==> src/rtl/rtc_tick_counter_if.sv <==
// rtl/rtc_tick_counter_if.sv - register bus for the RTC tick counter
interface rtc_tick_counter_if;
    logic        wr_en;
    logic [1:0]  wr_sel;
    logic [31:0] wr_data;
    logic        rd_en;
    logic [1:0]  rd_sel;
    logic [31:0] rd_data;

    modport master (
        output wr_en, wr_sel, wr_data, rd_en, rd_sel,
        input  rd_data
    );

    modport slave (
        input  wr_en, wr_sel, wr_data, rd_en, rd_sel,
        output rd_data
    );
endinterface

==> src/rtl/rtc_tick_counter.sv <==
// rtl/rtc_tick_counter.sv - free-running {sec, sub} real-time counter with compare irq
module rtc_tick_counter #(
    parameter int unsigned TICKS_PER_SEC = 24000000,
    parameter int unsigned SUB_W         = 30,
    parameter int unsigned SEC_W         = 32
) (
    input  logic                 clk,
    input  logic                 rst,
    input  logic                 en,
    rtc_tick_counter_if.slave    bus,
    output logic [SUB_W-1:0]     sub_cnt,
    output logic [SEC_W-1:0]     sec_cnt,
    output logic                 sec_pulse,
    output logic                 busy,
    output logic                 irq,
    input  logic                 irq_ack
);

    typedef enum logic {RUN, NORM} state_t;

    localparam logic [SUB_W-1:0] TPS     = SUB_W'(TICKS_PER_SEC);
    localparam logic [SUB_W-1:0] TPS_M1  = SUB_W'(TICKS_PER_SEC - 1);
    localparam logic [SUB_W-1:0] SUB_ONE = SUB_W'(1);
    localparam logic [SEC_W-1:0] SEC_ONE = SEC_W'(1);

    state_t             state_q, state_d;
    logic [SUB_W-1:0]   sub_q, sub_d;
    logic [SEC_W-1:0]   sec_q, sec_d;
    logic [SEC_W-1:0]   cmp_q;
    logic [SEC_W-1:0]   snap_q;
    logic [31:0]        rd_data_q;
    logic               irq_en_q;
    logic               irq_q;
    logic               hit_q;
    logic               sec_pulse_q;
    logic               rollover;
    logic               norm_step;
    logic               inc_hit;

    logic               wr_sub, wr_sec, wr_cmp, wr_ctrl;
    logic               irq_clr;
    logic [SUB_W-1:0]   sub_wdata;

    // Writes are only accepted in RUN; NORM owns both count fields.
    assign wr_sub    = bus.wr_en && (bus.wr_sel == 2'd0) && (state_q == RUN);
    assign wr_sec    = bus.wr_en && (bus.wr_sel == 2'd1) && (state_q == RUN);
    assign wr_cmp    = bus.wr_en && (bus.wr_sel == 2'd2) && (state_q == RUN);
    assign wr_ctrl   = bus.wr_en && (bus.wr_sel == 2'd3) && (state_q == RUN);
    assign irq_clr   = wr_ctrl && bus.wr_data[1];
    assign sub_wdata = bus.wr_data[SUB_W-1:0];

    always_ff @(posedge clk or posedge rst) begin
        if (rst) begin
            state_q <= RUN;
        end else begin
            state_q <= state_d;
        end
    end

    always_comb begin
        state_d   = state_q;
        sub_d     = sub_q;
        sec_d     = sec_q;
        rollover  = 1'b0;
        norm_step = 1'b0;
        case (state_q)
            RUN: begin
                if (wr_sub) begin
                    sub_d = sub_wdata;
                    if (sub_wdata >= TPS) begin
                        state_d = NORM;
                    end
                end
                if (wr_sec) begin
                    sec_d = SEC_W'(bus.wr_data);
                end
                if (en && !wr_sub && !wr_sec) begin
                    if (sub_q == TPS_M1) begin
                        sub_d    = '0;
                        sec_d    = sec_q + SEC_ONE;
                        rollover = 1'b1;
                    end else begin
                        sub_d = sub_q + SUB_ONE;
                    end
                end
            end
            NORM: begin
                sub_d     = sub_q - TPS;
                sec_d     = sec_q + SEC_ONE;
                norm_step = 1'b1;
                if (sub_d < TPS) begin
                    state_d = RUN;
                end
            end
            default: state_d = RUN;
        endcase
    end

    // Only counted seconds arm the compare; direct loads never do.
    assign inc_hit = (rollover || norm_step) && (sec_d == cmp_q);

    always_ff @(posedge clk or posedge rst) begin
        if (rst) begin
            sub_q       <= '0;
            sec_q       <= '0;
            cmp_q       <= '1;
            snap_q      <= '0;
            rd_data_q   <= '0;
            irq_en_q    <= 1'b0;
            irq_q       <= 1'b0;
            hit_q       <= 1'b0;
            sec_pulse_q <= 1'b0;
        end else begin
            sub_q       <= sub_d;
            sec_q       <= sec_d;
            sec_pulse_q <= rollover;
            hit_q       <= inc_hit;
            if (wr_cmp) begin
                cmp_q <= SEC_W'(bus.wr_data);
            end
            if (wr_ctrl) begin
                irq_en_q <= bus.wr_data[0];
            end
            if (hit_q && irq_en_q) begin
                irq_q <= 1'b1;
            end else if (irq_ack || irq_clr) begin
                irq_q <= 1'b0;
            end
            // Snapshot takes the post-update seconds so a same-cycle rollover is included.
            if (bus.rd_en) begin
                case (bus.rd_sel)
                    2'd0: begin
                        rd_data_q <= 32'(sub_q);
                        snap_q    <= sec_d;
                    end
                    2'd1:    rd_data_q <= 32'(snap_q);
                    2'd2:    rd_data_q <= 32'(cmp_q);
                    default: rd_data_q <= {29'b0, busy, irq_q, irq_en_q};
                endcase
            end
        end
    end

    assign busy        = (state_q == NORM);
    assign sub_cnt     = sub_q;
    assign sec_cnt     = sec_q;
    assign sec_pulse   = sec_pulse_q;
    assign irq         = irq_q;
    assign bus.rd_data = rd_data_q;

endmodule

==> src/flat_wrapper.sv <==
// flat-port wrapper written by rule: the top's interface ports become plain ports
module rtc_tick_counter_flat 
#(
    parameter int unsigned TICKS_PER_SEC = 24000000,
    parameter int unsigned SUB_W         = 30,
    parameter int unsigned SEC_W         = 32
)
  (clk, rst, en, sub_cnt, sec_cnt, sec_pulse, busy, irq, irq_ack, bus_wr_en, bus_wr_sel, bus_wr_data, bus_rd_en, bus_rd_sel, bus_rd_data);
  rtc_tick_counter_if bus_i ();
  input  logic clk;
  input  logic rst;
  input  logic en;
  output logic [SUB_W-1:0] sub_cnt;
  output logic [SEC_W-1:0] sec_cnt;
  output logic sec_pulse;
  output logic busy;
  output logic irq;
  input  logic irq_ack;
  input wire logic [$bits(bus_i.wr_en)-1:0] bus_wr_en;
  input wire logic [$bits(bus_i.wr_sel)-1:0] bus_wr_sel;
  input wire logic [$bits(bus_i.wr_data)-1:0] bus_wr_data;
  input wire logic [$bits(bus_i.rd_en)-1:0] bus_rd_en;
  input wire logic [$bits(bus_i.rd_sel)-1:0] bus_rd_sel;
  output wire logic [$bits(bus_i.rd_data)-1:0] bus_rd_data;
  assign bus_i.wr_en = bus_wr_en;
  assign bus_i.wr_sel = bus_wr_sel;
  assign bus_i.wr_data = bus_wr_data;
  assign bus_i.rd_en = bus_rd_en;
  assign bus_i.rd_sel = bus_rd_sel;
  assign bus_rd_data = bus_i.rd_data;
  rtc_tick_counter #(.TICKS_PER_SEC(TICKS_PER_SEC), .SUB_W(SUB_W), .SEC_W(SEC_W)) u_core (.clk(clk), .rst(rst), .en(en), .bus(bus_i), .sub_cnt(sub_cnt), .sec_cnt(sec_cnt), .sec_pulse(sec_pulse), .busy(busy), .irq(irq), .irq_ack(irq_ack));
endmodule
==> config.mk <==
export PLATFORM = sky130hd
export DESIGN_NAME = rtc_tick_counter_flat
export DESIGN_NICKNAME = d
export VERILOG_FILES = /design/src/rtl/rtc_tick_counter_if.sv /design/src/rtl/rtc_tick_counter.sv /design/src/flat_wrapper.sv
export SDC_FILE = /design/constraint.sdc
export NUM_CORES = 1
export LEC_CHECK = 0
export CAP_MARGIN = 5
export CORE_MARGIN = 2
export CORE_UTILIZATION = 40
export CTS_CLUSTER_SIZE = 14
export DETAILED_ROUTE_END_ITERATION = 12
export HOLD_SLACK_MARGIN = 0.1
export RECOVER_POWER = 50
export SLEW_MARGIN = 15
export SYNTH_ARGS = -nofsm -noshare
export SYNTH_HDL_FRONTEND = slang
export SYNTH_SLANG_ARGS = --single-unit
==> constraint.sdc <==
create_clock -name clk -period 6.1 [get_ports clk]
set_input_delay 1.22 -clock clk [delete_from_list [all_inputs] [get_ports clk]]
set_output_delay 1.22 -clock clk [all_outputs]
set_load 0.05 [all_outputs]
==> metrics.md <==
| Metric | Value |
|---|---|
| Final Setup Violations | `0` |
| Wire length after detailed routing | `39690 µm` |
| TritonCTS Buffers | `17` |
| Final design utilization | `48.77%` |
| Synth area leaders | `sky130_fd_sc_hd__dfrtp_1 32%, sky130_fd_sc_hd__dfstp_2 8.3%, sky130_fd_sc_hd__a21oi_1 5.3%` |
| Fill cells | `2494` |
| Maximum net fanout on the critical path | `33` |
| Clock sink count | `163` |
| Average wire length per cell after detail routing | `25.17 µm` |
| Detailed-route via count | `9700` |
| Post-Place Cells | `1545` |
| Floorplan die area | `26730 µm²` |
| Number of synthesized register bits | `163` |
| HPWL after DPL | `28080 µm` |
| Final number of max-transition violations | `147` |
| Portion of synthesized cell area occupied by the leading cell type | `32.21%` |
| Area of the core | `25110 µm²` |
| Post-place instance area | `11700 µm²` |
| Standard cell with the maximum stage delay on the critical path | `sky130_fd_sc_hd__clkbuf_1` |
| Yosys top cell by area | `sky130_fd_sc_hd__dfrtp_1` |
| Unrepaired setup endpoints after global routing | `no` |
| Crit path cell chain | `dlygate4sd3_1, clkbuf_1, nor2b_4, a21oi_1, a21oi_1` |
| Count of standard-cell rows | `58` |
| Number of global-route vias before repair | `9222` |
| Combined flip-flop and latch cell area | `4120 µm²` |
| Final min period | `4.583 ns` |
| Cell class contributing the biggest share of worst-path delay | `buffers and inverters` |
| Setup_tns | `0 ns` |
| Post-Synthesis Cells | `1147` |
| First-pass GRT wire length | `59260 µm` |
| Global-route congestion overflow total | `0` |
| Distinct cell type count after synthesis | `91` |
| CTS Hold Buffers Added | `0` |
| Initial antenna violation count | `0` |
| P&R area growth vs syn | `20.34%` |
| Data arrival time of the critical path | `4.95 ns` |
| Post-route ant nets | `0` |
| Total global-route track usage | `30.08%` |
| Sequential share of the synthesized area | `40.48%` |
| Iteration-0 DRC count of the detailed router | `1057` |
| Violated checks | `capacitance limit, slew limit` |
| Weighted congestion at the end of routability-driven global placement | `0.9573` |
| Nets | `1279` |
| Share of post-route cells with drive strength above 1 | `12.59%` |
| Worst Clk Skew | `0.02302 ns` |
| Final antenna diode count | `0` |
| Clock latency of the later-clocked register in the worst-skew pair | `0.45 ns` |
| Setup Crit Path Kind | `input pin to flip-flop` |
| Post-detailed-route DRC marker count | `0` |
| Path class of the lowest-slack min-delay path | `flip-flop to flip-flop` |
| Cell repeated most along the worst path | `sky130_fd_sc_hd__a21oi_1` |
| Gates resized, CTS repair | `0` |
| Kind of end point of the critical path | `flip-flop` |
| Root cell of the clock tree | `sky130_fd_sc_hd__clkbuf_16` |
| Maximum vdd ir drop | `0.0004160 V` |
| Status | `complete, but fails checks` |
| Summed instance area of the synthesized netlist | `10180 µm²` |
| CTS tree | `done` |
| Total area of multi-input combinational cells | `5538 µm²` |
| Count of synthesis-stage warnings from yosys | `0` |
| Fraction of registers with async set/reset | `100.0%` |
| Most used flip-flop cell after synthesis | `sky130_fd_sc_hd__dfrtp_1` |
| Critical path startpoint category | `input pin` |
| Deepest level of the CTS H-tree | `4` |
| Width of the die | `163.5 µm` |
| LEAKAGE | `4.763 nW` |
| Post-route fraction of the period consumed by the critical path | `75.13%` |
| Delay of the slowest critical-path stage | `1.56 ns` |
| Height of the die | `163.5 µm` |
| Power per Cell Area | `593.0 nW/µm²` |
| Nets in the synthesized netlist | `1192` |
| Max capacitance violation total | `4` |
| Starting density of the core | `40.53%` |
| Clock-pin slew on the worst setup and hold paths | `0.07 ns` |
| Total of buffers placed on input and output ports | `138` |
| Non-filler instance count after layout | `1577` |
| WP buf/inv | `2` |
| Transition time of the tightest slew-check pin | `2.509 ns` |
| Number of enable-type register cells in the synthesized netlist | `0` |
| Slew margin rel. | `-67.28%` |
| Length of the first detailed-routing pass in iterations | `5` |
| Average cell area after synthesis | `8.872 µm²` |
| Top Ports | `139` |
| Vias per Instance | `6.151` |
| Final instance area | `12250 µm²` |
| Highest Clock Rate | `218.2 MHz` |
| Maximum buffer depth of the clock tree | `2` |
| Number of buffers inserted to repair setup after CTS | `0` |
| Crit path required time | `6.47 ns` |
| Number of hold violations in the final report | `0` |
| Pin count of the biggest net entering global routing | `92` |
-- through the flow --
step | hold slack [ns] | power [mW] | setup slack (ns)
after floorplan | 0.4395 | 4.803 | 0.5280
after global placement | 0.4620 | 6.127 | 1.684
after detailed placement | 0.4700 | 6.145 | 1.611
after CTS | 0.4856 | 7.229 | 2.075
after global routing | 0.5119 | 7.611 | 1.398
final | 0.4822 | 7.262 | 1.517
-- cells in the final DEF (no fill, tap or decap), types with 5 or more instances in the layout --
master,count
sky130_fd_sc_hd__dlygate4sd3_1,14
sky130_fd_sc_hd__nor2b_1,5
sky130_fd_sc_hd__dfstp_2,32
sky130_fd_sc_hd__nand3_1,35
sky130_fd_sc_hd__clkdlybuf4s50_1,122
sky130_fd_sc_hd__a31oi_1,9
sky130_fd_sc_hd__o311ai_0,6
sky130_fd_sc_hd__dfrtp_1,130
sky130_fd_sc_hd__nor2_1,129
sky130_fd_sc_hd__and2_1,12
sky130_fd_sc_hd__o221ai_1,7
sky130_fd_sc_hd__a21oi_1,107
sky130_fd_sc_hd__nand2_1,97
sky130_fd_sc_hd__and4_1,11
sky130_fd_sc_hd__clkbuf_1,5
sky130_fd_sc_hd__clkbuf_16,17
sky130_fd_sc_hd__o21ai_0,79
sky130_fd_sc_hd__nor3_1,23
sky130_fd_sc_hd__a22oi_1,8
sky130_fd_sc_hd__mux2_2,47
sky130_fd_sc_hd__o22ai_1,13
sky130_fd_sc_hd__nor4_1,9
sky130_fd_sc_hd__inv_1,39
sky130_fd_sc_hd__xor2_1,19
sky130_fd_sc_hd__o21ai_1,6
sky130_fd_sc_hd__and3_1,18
sky130_fd_sc_hd__inv_6,6
sky130_fd_sc_hd__buf_4,10
sky130_fd_sc_hd__a211o_1,6
sky130_fd_sc_hd__mux2i_1,31
sky130_fd_sc_hd__nand4_1,22
sky130_fd_sc_hd__xnor2_1,38
-- path summary, 6_finish.rpt --
path | endpoint | slack [ns] | cells after the start | start
max | u_core.bus.rd_data[13] | 1.52 | 5 | bus_rd_sel[1]
min | u_core.snap_q[14] | 0.48 | 2 | u_core.snap_q[14]
max reg2reg | u_core.hit_q | 2.23 | 11 | u_core.sub_cnt[21]
min reg2reg | u_core.snap_q[14] | 0.48 | 2 | u_core.snap_q[14]
max in group asynchronous | u_core.bus.rd_data[27] | 2.13 | 3 | rst
min in group asynchronous | u_core.irq | 1.45 | 2 | rst
-- metal layers --
metal  wire [µm]  GRT usage (%)  vias to the layer above  part of all wire, %
li1            -              -                     4333                    -
met1       17320          42.08                     4813                   44
met2       18060          46.64                      472                   46
met3        2749          4.469                       82                  6.9
met4        1554          12.40                        0                  3.9
met5           0              0                        -                    0
-- area by class of cell --
class	instances	area share, %
timing repair buffer	152	11.93
tap	330	3.372
multi-input combinational	860	45.22
clock inverter	14	1.052
inverter	40	1.267
clock buffer	18	3.505
sequential	163	33.65
-- worst min-delay path, stage by stage, from the launching register on --
cell	delay, ns
sky130_fd_sc_hd__dfrtp_1	0.34
sky130_fd_sc_hd__nand2_1	0.05
sky130_fd_sc_hd__o21ai_0	0.06
-- cells by family after synthesis --
| logic type | count (synthesis) | synth area share, % |
|---|---|---|
| AND/OR/NAND/NOR | 407 | 20.58 |
| multiplexers | 82 | 9.025 |
| flip-flops | 163 | 40.48 |
| adder cells (fa/ha/maj) | 3 | 0.3689 |
| buffers and inverters | 124 | 5.250 |
| AO/OA/AOI/OAI | 311 | 19.39 |
| XOR/XNOR | 57 | 4.906 |
-- power by group --
| group | leakage, nW | switching (mW) | internal [mW] |
|---|---|---|---|
| Clock | 0.268 | 0.501 | 0.567 |
| Combinational | 2.63 | 2.37 | 1.38 |
| Sequential | 1.86 | 0.834 | 1.61 |
| Total | 4.76 | 3.70 | 3.56 |
-- cells in the mapped netlist (all sizes together) (19+ instances only) --
library cell / count
nor3: 27
and3: 19
xor2: 19
nor2: 131
nand2: 99
nand3: 38
mux2: 48
dfrtp: 131
inv: 40
buf: 27
o21ai: 85
dfstp: 32
nand4: 23
mux2i: 31
xnor2: 38
clkbuf: 57
a21oi: 108
-- flip-flops by register name (all words and copies together), names as in the netlist --
signal	flops
u_core.bus.rd_data	32
u_core.busy	1
u_core.cmp_q	32
u_core.hit_q	1
u_core.irq	1
u_core.irq_en_q	1
u_core.sec_cnt	32
u_core.sec_pulse	1
u_core.snap_q	32
u_core.sub_cnt	30
(Power assumes the default switching activity.)
==> edit: new RTL, config.mk and constraints unchanged <==
`SEC_W` is set to 32 in 2 places; all go to 16.
--- a/src/rtl/rtc_tick_counter.sv
+++ b/src/rtl/rtc_tick_counter.sv
@@ -3,5 +3,5 @@
     parameter int unsigned TICKS_PER_SEC = 24000000,
     parameter int unsigned SUB_W         = 30,
-    parameter int unsigned SEC_W         = 32
+    parameter int unsigned SEC_W         = 16
 ) (
     input  logic                 clk,
--- a/src/flat_wrapper.sv
+++ b/src/flat_wrapper.sv
@@ -4,5 +4,5 @@
     parameter int unsigned TICKS_PER_SEC = 24000000,
     parameter int unsigned SUB_W         = 30,
-    parameter int unsigned SEC_W         = 32
+    parameter int unsigned SEC_W         = 16
 )
   (clk, rst, en, sub_cnt, sec_cnt, sec_pulse, busy, irq, irq_ack, bus_wr_en, bus_wr_sel, bus_wr_data, bus_rd_en, bus_rd_sel, bus_rd_data);
Interface: changed (resized sec_cnt); port bits go from 139 to 123. No check against the original RTL was run, so the function may have changed too.
==> edit against the unedited design <==
Synthesized area fell by 33%; wire length fell by 41%; cell count fell by 30%; count of clock-buffer cells in the layout rose by 2; worst setup slack improved by 0.19 ns; critical path depth fell by 2; the flow still finishes with violations (max-capacitance violations, max-slew violations); maximum frequency rose by 4.3%; die area fell by 32%; total power fell by 27%; final area fell by 29%; sequential power fell by 33%; sequential cell count fell by 50.
==> edit: results (changes against the unedited design) <==
Power and ir drop
  – Pleak: 0.00346 uW (was 0.00476 uW)
  – Maximum vdd drop: 0.296 mV (was 0.416 mV)
  – Net Sw Frac: 0.477 (was 0.510)

GRT
  – Global-route wire length before repair: 36400 um (was 59300 um)
  – Largest net degree at the start of global routing: 78 (was 92)
  – Vias in the first global route: 6130 (was 9222)
  – Overall Global Routing Usage: 0.264 (was 0.301)

CTS
  – CTS Buffer Depth: 2 (unchanged)
  – H-tree depth: 4 (unchanged)
  – Post-CTS resize count: 0 (unchanged)
  – Clock slew seen by the registers of the worst setup and hold paths: 0.05 ns (was 0.07 ns)
  – Clk_lat worst skew: 0.42 ns (was 0.45 ns)
  – Post-CTS Setup Bufs: 0 (unchanged)

Drt
  – Post-Route WL: 23300 um (was 39700 um)
  – Initial DRC count: 703 (was 1057)
  – First-pass DRT Iterations: 5 (unchanged)
  – Via count: 6562 (was 9700)

Worst setup path
  – Reg2reg end: u_core.hit_q (unchanged)
  – Worst reg2reg path depth: 8 (was 11)
  – R2r setup slk: 2.25 ns (was 2.23 ns)
  – Reg-to-Reg Start: u_core.busy (was u_core.sub_cnt[21])
  – CP Max Fanout: 77 (was 33)
  – CP arrival: 4.80 ns (was 4.95 ns)

Timing
  – Clk_skew: 0.00697 ns (was 0.0230 ns)
  – Min Hold Slack: 0.479 ns (was 0.482 ns)
  – Max-slew violations: 78 (was 147)
  – Slew margin rel.: -1.35 (was -0.673)

Placement
  – Global placer's final weighted congestion: 0.912 (was 0.957)
  – Final HPWL DP: 16400 um (was 28100 um)
  – Port Buf Inserts: 118 (was 138)
  – Placed cell area: 8120 sq um (was 11700 sq um)

Finish
  – Final net count: 922 (was 1279)
  – Antenna fix cells: 0 (unchanged)
  – Fillers: 1541 (was 2494)
  – Layout cell share with drive strength beyond 1: 0.108 (was 0.126)

Synthesis
  – Synth cell types: 70 (was 91)
  – Post-synthesis sequential area ratio: 0.417 (was 0.405)
  – Top cells by count, synth: dfrtp_1 (97), nand2_1 (89), nor2_1 (79), a21oi_1 (65), o21ai_0 (55) (was dfrtp_1 (131), nor2_1 (130), a21oi_1 (107), nand2_1 (97), o21ai_0 (79))
  – Top cells by area, synth: dfrtp_1 (36%), dfstp_2 (6.1%), nand2_1 (4.9%) (was dfrtp_1 (32%), dfstp_2 (8.3%), a21oi_1 (5.3%))
  – Post-synthesis async set-or-reset flop share: 1.00 (unchanged)
  – Yosys warnings: 0 (unchanged)

Status
  – Status: finished with violations (unchanged)
  – Failing checks: max-capacitance violations, max-slew violations (unchanged)

Hold path
  – Min-delay src: u_core.snap_q[3] (was u_core.snap_q[14])
  – WHS Endpoint: u_core.snap_q[3] (was u_core.snap_q[14])

Run
  – Max-cap violation count: 1 (was 4)
[edit: cell types whose count changed in the layout (fill, tap and decap cells not counted), sizes merged, moves of 16 or more]
cell,change
nor2,-52
a21oi,-43
dfstp,-16
mux2,-20
o21ai,-29
mux2i,-16
inv,-17
clkdlybuf4s50,-25
dfrtp,-34
[edit: logic make-up after synthesis]
family | after synthesis | synth area share
simple gates | 285 | 0.199
mux | 46 | 0.0780
fa+ha+maj | 3 | 0.00549
xor+xnor | 42 | 0.0538
compound gates | 210 | 0.193
buf+inv | 88 | 0.0529
other cells | 1 | 0.000549
flops | 113 | 0.417
[edit: stage by stage]
step	std cells	setup WS (ns)
after global placement	1078	1.63
after floorplan	789	1.92
after global routing	1110	0.944
final	1110	1.70
after detailed placement	1078	1.52
after CTS	1110	1.96
[edit: power by group through the flow]
stage          clock network, uW  logic, uW  registers, uW
4_1_cts                     1100       2600           1610
3_3_place_gp                   0       2560           1610
2_1_floorplan                  0       1340           2000
6_report                    1080       2610           1630
3_5_place_dp                   0       2580           1620
5_1_grt                     1140       2800           1680
[edit: worst max path at each step]
| stage | cells past startpoint | slack (ns) | end | startpoint |
|---|---|---|---|---|
| global route | 3 | 0.94 | u_core.sec_cnt[13] | rst |
| finish | 3 | 1.70 | u_core.sec_cnt[13] | rst |
| CTS | 9 | 1.96 | u_core.hit_q | bus_wr_sel[1] |
| detailed placement | 9 | 1.52 | u_core.hit_q | bus_wr_sel[1] |
| global placement | 9 | 1.63 | u_core.hit_q | bus_wr_en |
| floorplan | 1 | 1.92 | u_core.bus.rd_data[0] | rst |
[edit: cell type report]
cell class,count,area (sq um),share of cell area
Timing Repair Buffer,128,1250,0.143
Clock inverter,12,183,0.0209
Clock buffer,20,457,0.0522
Multi-Input combinational cell,588,3630,0.415
Tap cell,220,275,0.0315
Inverter,29,110,0.0126
Sequential cell,113,2850,0.325
[edit: critical path, cell delays in order]
cell and delay, ns:
dlygate4sd3_1 0.55, clkinvlp_2 1.98, clkbuf_2 1.00
[edit: layer usage]
layer  up-vias  share of wire  track usage
li1       3015              -            -
met1      3215           0.46        0.387
met2       308           0.45        0.393
met3        24          0.071       0.0511
met4         0          0.015       0.0836
met5         -              0            0
